**config.mk**
```make
export PLATFORM = sky130hd
export DESIGN_NAME = press_counter_flat
export DESIGN_NICKNAME = d
export VERILOG_FILES = /design/src/rtl/press_counter_if.sv /design/src/rtl/press_counter.sv /design/src/flat_wrapper.sv
export SDC_FILE = /design/constraint.sdc
export NUM_CORES = 1
export LEC_CHECK = 0
export CELL_PAD_IN_SITES_DETAIL_PLACEMENT = 0
export CELL_PAD_IN_SITES_GLOBAL_PLACEMENT = 2
export CORE_ASPECT_RATIO = 0.5
export CORE_MARGIN = 5
export CORE_UTILIZATION = 32
export DETAILED_ROUTE_END_ITERATION = 7
export PLACE_DENSITY = 0.77
export SYNTH_ARGS = -nofsm -noshare
export SYNTH_HDL_FRONTEND = slang
export SYNTH_SLANG_ARGS = --single-unit
```
**constraint.sdc**
```tcl
create_clock -name clk100_i -period 2.6 [get_ports clk100_i]
set_clock_uncertainty 0.15 [all_clocks]
set_input_delay 0.78 -clock clk100_i [delete_from_list [all_inputs] [get_ports clk100_i]]
set_output_delay 0.78 -clock clk100_i [all_outputs]
set_load 0.01 [all_outputs]
```
**src/rtl/press_counter_if.sv**
```systemverilog
// Switch/key/clear inputs and LED/count/7-segment outputs of press_counter.
interface press_counter_if #(
  parameter int SW_WIDTH   = 10,
  parameter int CNT_DIGITS = 2
);
  logic [SW_WIDTH-1:0]     sw_i;
  logic                    key_i;
  logic                    clr_i;
  logic [SW_WIDTH-1:0]     ledr_o;
  logic [4*CNT_DIGITS-1:0] cnt_o;
  logic [7*CNT_DIGITS-1:0] hex_o;
  logic                    ovf_o;

  modport slave (
    input  sw_i, key_i, clr_i,
    output ledr_o, cnt_o, hex_o, ovf_o
  );

  modport master (
    output sw_i, key_i, clr_i,
    input  ledr_o, cnt_o, hex_o, ovf_o
  );
endinterface

```
**src/rtl/press_counter.sv**
```systemverilog
// Debounced push-button press counter: synchronises and debounces key_i, counts
// accepted presses, latches sw_i on each press and drives active-low 7-segment digits.
module press_counter #(
  parameter int SW_WIDTH     = 10,
  parameter int CNT_DIGITS   = 2,
  parameter int SYNC_STAGES  = 2,
  parameter int DEBOUNCE_CYC = 4,
  parameter int SATURATE     = 0
) (
  input logic             clk100_i,
  input logic             rst_i,
  press_counter_if.slave  bus
);

  localparam int CW  = 4 * CNT_DIGITS;
  localparam int HW  = 7 * CNT_DIGITS;
  localparam int DBW = $clog2(DEBOUNCE_CYC + 1);
  localparam logic [DBW-1:0] DB_LAST = DBW'(DEBOUNCE_CYC - 1);

  typedef enum logic [1:0] {
    RELEASED,
    PRESS_WAIT,
    PRESSED,
    RELEASE_WAIT
  } state_t;

  state_t                  state_q, state_d;
  logic [SYNC_STAGES-1:0]  sync_q, sync_d;
  logic [DBW-1:0]          db_q, db_d;
  logic [SW_WIDTH-1:0]     ledr_q, ledr_d;
  logic [CW-1:0]           cnt_q, cnt_d;
  logic [HW-1:0]           hex_q, hex_d;
  logic                    ovf_q, ovf_d;
  logic                    key_s;
  logic                    accept;

  function automatic logic [6:0] seg7(input logic [3:0] nib);
    logic [6:0] s;
    case (nib)
      4'h0: s = 7'b1000000;
      4'h1: s = 7'b1111001;
      4'h2: s = 7'b0100100;
      4'h3: s = 7'b0110000;
      4'h4: s = 7'b0011001;
      4'h5: s = 7'b0010010;
      4'h6: s = 7'b0000010;
      4'h7: s = 7'b1111000;
      4'h8: s = 7'b0000000;
      4'h9: s = 7'b0010000;
      4'hA: s = 7'b0001000;
      4'hB: s = 7'b0000011;
      4'hC: s = 7'b1000110;
      4'hD: s = 7'b0100001;
      4'hE: s = 7'b0000110;
      default: s = 7'b0001110;
    endcase
    return s;
  endfunction

  assign sync_d = {sync_q[SYNC_STAGES-2:0], bus.key_i};
  assign key_s  = sync_q[SYNC_STAGES-1];

  // The edge leaving RELEASED/PRESSED already counts as the first stable sample.
  always_comb begin
    state_d = state_q;
    db_d    = db_q;
    accept  = 1'b0;
    case (state_q)
      RELEASED: begin
        if (key_s) begin
          if (DEBOUNCE_CYC == 1) begin
            state_d = PRESSED;
            accept  = 1'b1;
          end else begin
            state_d = PRESS_WAIT;
            db_d    = DBW'(1);
          end
        end
      end
      PRESS_WAIT: begin
        if (!key_s) begin
          state_d = RELEASED;
          db_d    = '0;
        end else if (db_q == DB_LAST) begin
          state_d = PRESSED;
          db_d    = '0;
          accept  = 1'b1;
        end else begin
          db_d = db_q + DBW'(1);
        end
      end
      PRESSED: begin
        if (!key_s) begin
          if (DEBOUNCE_CYC == 1) begin
            state_d = RELEASED;
          end else begin
            state_d = RELEASE_WAIT;
            db_d    = DBW'(1);
          end
        end
      end
      default: begin
        if (key_s) begin
          state_d = PRESSED;
          db_d    = '0;
        end else if (db_q == DB_LAST) begin
          state_d = RELEASED;
          db_d    = '0;
        end else begin
          db_d = db_q + DBW'(1);
        end
      end
    endcase
  end

  // Clear takes priority over a coincident accept, which is then dropped entirely.
  always_comb begin
    ledr_d = ledr_q;
    cnt_d  = cnt_q;
    ovf_d  = ovf_q;
    if (bus.clr_i) begin
      cnt_d = '0;
      ovf_d = 1'b0;
    end else if (accept) begin
      ledr_d = bus.sw_i;
      if (cnt_q == '1) begin
        ovf_d = 1'b1;
        cnt_d = (SATURATE != 0) ? cnt_q : '0;
      end else begin
        cnt_d = cnt_q + CW'(1);
      end
    end
  end

  always_comb begin
    hex_d = '1;
    for (int unsigned k = 0; k < CNT_DIGITS; k++) begin
      hex_d[7*k +: 7] = seg7(cnt_q[4*k +: 4]);
    end
  end

  always_ff @(posedge clk100_i or posedge rst_i) begin
    if (rst_i) begin
      state_q <= RELEASED;
      sync_q  <= '0;
      db_q    <= '0;
      ledr_q  <= '0;
      cnt_q   <= '0;
      ovf_q   <= 1'b0;
      hex_q   <= {CNT_DIGITS{7'b1000000}};
    end else begin
      state_q <= state_d;
      sync_q  <= sync_d;
      db_q    <= db_d;
      ledr_q  <= ledr_d;
      cnt_q   <= cnt_d;
      ovf_q   <= ovf_d;
      hex_q   <= hex_d;
    end
  end

  assign bus.ledr_o = ledr_q;
  assign bus.cnt_o  = cnt_q;
  assign bus.hex_o  = hex_q;
  assign bus.ovf_o  = ovf_q;

endmodule

```
**src/flat_wrapper.sv**
```systemverilog
// flat-port wrapper written by rule: the top's interface ports become plain ports
module press_counter_flat 
#(
  parameter int SW_WIDTH     = 10,
  parameter int CNT_DIGITS   = 2,
  parameter int SYNC_STAGES  = 2,
  parameter int DEBOUNCE_CYC = 4,
  parameter int SATURATE     = 0
)
  (clk100_i, rst_i, bus_sw_i, bus_key_i, bus_clr_i, bus_ledr_o, bus_cnt_o, bus_hex_o, bus_ovf_o);
  press_counter_if #(.SW_WIDTH(SW_WIDTH), .CNT_DIGITS(CNT_DIGITS)) bus_i ();
  input logic clk100_i;
  input logic rst_i;
  input wire logic [$bits(bus_i.sw_i)-1:0] bus_sw_i;
  input wire logic [$bits(bus_i.key_i)-1:0] bus_key_i;
  input wire logic [$bits(bus_i.clr_i)-1:0] bus_clr_i;
  output wire logic [$bits(bus_i.ledr_o)-1:0] bus_ledr_o;
  output wire logic [$bits(bus_i.cnt_o)-1:0] bus_cnt_o;
  output wire logic [$bits(bus_i.hex_o)-1:0] bus_hex_o;
  output wire logic [$bits(bus_i.ovf_o)-1:0] bus_ovf_o;
  assign bus_i.sw_i = bus_sw_i;
  assign bus_i.key_i = bus_key_i;
  assign bus_i.clr_i = bus_clr_i;
  assign bus_ledr_o = bus_i.ledr_o;
  assign bus_cnt_o = bus_i.cnt_o;
  assign bus_hex_o = bus_i.hex_o;
  assign bus_ovf_o = bus_i.ovf_o;
  press_counter #(.SW_WIDTH(SW_WIDTH), .CNT_DIGITS(CNT_DIGITS), .SYNC_STAGES(SYNC_STAGES), .DEBOUNCE_CYC(DEBOUNCE_CYC), .SATURATE(SATURATE)) u_core (.clk100_i(clk100_i), .rst_i(rst_i), .bus(bus_i));
endmodule
```
==> results.md <==
- Fin crit period: 2.31 ns
- Vias/cell: 4.64
- Worst hold path class: reg2reg
- Die ar.: 0.00844 mm^2
- Via Count: 1532
- Core Region: 0.00623 mm^2
- Initial DRC count: 64
- FP Rows: 20
- First-pass GRT wire length: 7690 um
- Status: complete, no violations
- Post-synthesis sequential area ratio: 47.4%
- Worst skew pair latency: 0.28 ns
- Post-Syn Instances: 191
- DR DRC count: 0
- Routed len/inst: 13.7 um
- Sum Neg Setup Slack: 0 ns
- Post-synth top area share: 44.9%
- Placed wire-length estimate: 3320 um
- Post-synth top cells: dfrtp_1 (38), nor2_1 (19), ha_1 (17), mux2_1 (14), nand2_1 (13)
- Worst path max stage delay: 0.60 ns
- Post-cts hold buffer count: 0
- Arrival time worst endpoint: 1.38 ns
- Syn nets: 222
- Largest cells by area after synthesis: dfrtp_1 (45%), ha_1 (10%), mux2_1 (7.5%)
- Worst vdd ir: 0.000290 V
- Final hold vios: 0
- Clk sink count: 40
- Post-Syn Area: 0.00212 mm^2
- Worst slew pin tran: 0.526 ns
- Fraction of layout cells with a size suffix above 1: 9.92%
- Diode count: 0
- Number of synthesized flops with an enable pin: 0
- Fill count: 589
- Largest net degree at the start of global routing: 41
- Register area: 0.00100 mm^2
- Buffers on Ports: 46
- Post-route ant nets: 0
- Die width: 125 um
- Largest delay contributor family on the critical path: buffers and inverters
- Tot Pwr: 0.00201 W
- Die height: 67.5 um
- Clk buf depth: 2
- Required time of the worst setup path: 1.67 ns
- Clock slew at reported path FFs: 0.06 ns
- Max_slew headroom: 64.9%
- Postcts setup bufs: 0
- Initial Utilization: 34.0%
- YS warnings: 0
- Final GP Congestion: 0.724
- Vias in the first global route: 1553
- Post-CTS Resized: 0
- Prevailing post-synth register cell: dfrtp_1
- Cell Pwr Density: 707 mW/mm^2
- CP Max Fanout: 9
- Final Util: 45.7%
- H-tree levels: 2
- Fmax: 0.433 GHz
- Worst Setup End Kind: output pin
- WS Path Type: reg2out
- CTS tree: yes
- Syn Area/Cell: 11.1 um^2
- Total CTS buffers: 5
- RSZ-0062 raised after global routing: false
- GRT Util Overall: 11.6%
- Post-synthesis cell type with the largest combined area: dfrtp_1
- Post-synthesis async set-or-reset flop share: 100%
- Cell Chain, Critical Path: clkdlybuf4s50_1
- Seq cells post-synth: 40
- Antenna violations before repair: 0
- Io pins: 47
- Worst setup SP type: flop
- Library cell with the highest instance count after synthesis: dfrtp_1
- Clk root buf: clkbuf_16
- Area of the multi-input gates: 0.00103 mm^2
- CP max-delay cell: clkdlybuf4s50_1
- Period utilisation layout: 88.8%
- Slew Limit Fails: 0
- Pleak: 1.24 nW
- First drt pass iteration count: 4
- Final nets: 272
- Detailed Route WL: 4530 um
- Worst path bufs/invs: 1
- GR Overflow Total: 0
- Max Cap Viol: 0
- Synth cell types: 44
- Area Overhead vs Synth: 34.5%
- Final setup viols: 0
where the power goes:
part           internal [W]  switching [W]
Sequential         0.000735      0.0000690
Clock              0.000381       0.000248
Combinational      0.000312       0.000267
Total               0.00143       0.000584
layout by cell type (no fill, tap or decap), types with 3 or more instances in the layout:
cell and count:
nor2b_1 3, dfrtp_1 38, a22o_1 4, nor2_1 19, clkbuf_16 5, nand2b_1 3
mux2_1 14, buf_4 6, mux2i_1 8, ha_1 17, o21ai_1 6, a21oi_1 10
nand3_1 3, nand2_1 13, inv_1 9, clkdlybuf4s50_1 46
worst paths after layout:
path	slack, ns	end	from	depth (start not counted)
min reg2reg	0.20	u_core.sync_q[1]	u_core.sync_q[0]	0
max reg2reg	0.48	u_core.bus.cnt_o[4]	flop	6
min	0.20	u_core.sync_q[1]	u_core.sync_q[0]	0
max in group asynchronous	1.14	u_core.bus.hex_o[6]	rst_i	3
min in group asynchronous	0.79	u_core.bus.hex_o[10]	rst_i	3
max	0.29	bus_cnt_o[5]	u_core.bus.cnt_o[5]	1
cell type report:
cell class              instances  area share [%]
repair buffers                 52            17.8
well taps                      88            3.87
inverters                      10            1.32
flip-flops and latches         40            35.3
multi-input cells             132            36.4
clock inverters                 2           0.528
clock buffers                   6            4.88
kinds of logic after synthesis:
| logic type | Yosys count | synth area share, % |
|---|---|---|
| simple gates | 55 | 13.9 |
| flops | 40 | 47.4 |
| compound gates | 33 | 10.2 |
| mux | 25 | 13.9 |
| buf+inv | 19 | 3.67 |
| fa+ha+maj | 17 | 10.1 |
| xor+xnor | 2 | 0.828 |
registers in the layout (all words and copies together), names as in the netlist, named ones only:
name,cells
u_core.bus.cnt_o,8
u_core.bus.ovf_o,1
u_core.sync_q,2
u_core.state_q,1
u_core.bus.ledr_o,10
u_core.bus.hex_o,14
u_core.db_q,3
per-layer routing:
| metal | vias up | share of wire [%] | GRT usage [%] |
|---|---|---|---|
| met5 | - | 0 | 0 |
| met4 | 0 | 1.3 | 4.46 |
| met3 | 6 | 4.5 | 3.95 |
| met2 | 29 | 47 | 20.5 |
| met1 | 724 | 47 | 13.5 |
| li1 | 773 | - | - |
per-stage QoR:
stage          hold slack (ns)  area (um^2)  instances  setup WS, ns
2_1_floorplan            0.181         2120        191         0.611
3_3_place_gp             0.184         2690        322         0.316
3_5_place_dp             0.185         2690        322         0.264
4_1_cts                  0.198         2850        330         0.265
5_1_grt                  0.204         2850        330         0.201
6_report                 0.198         2850        330         0.292
(Power assumes the default switching activity.)
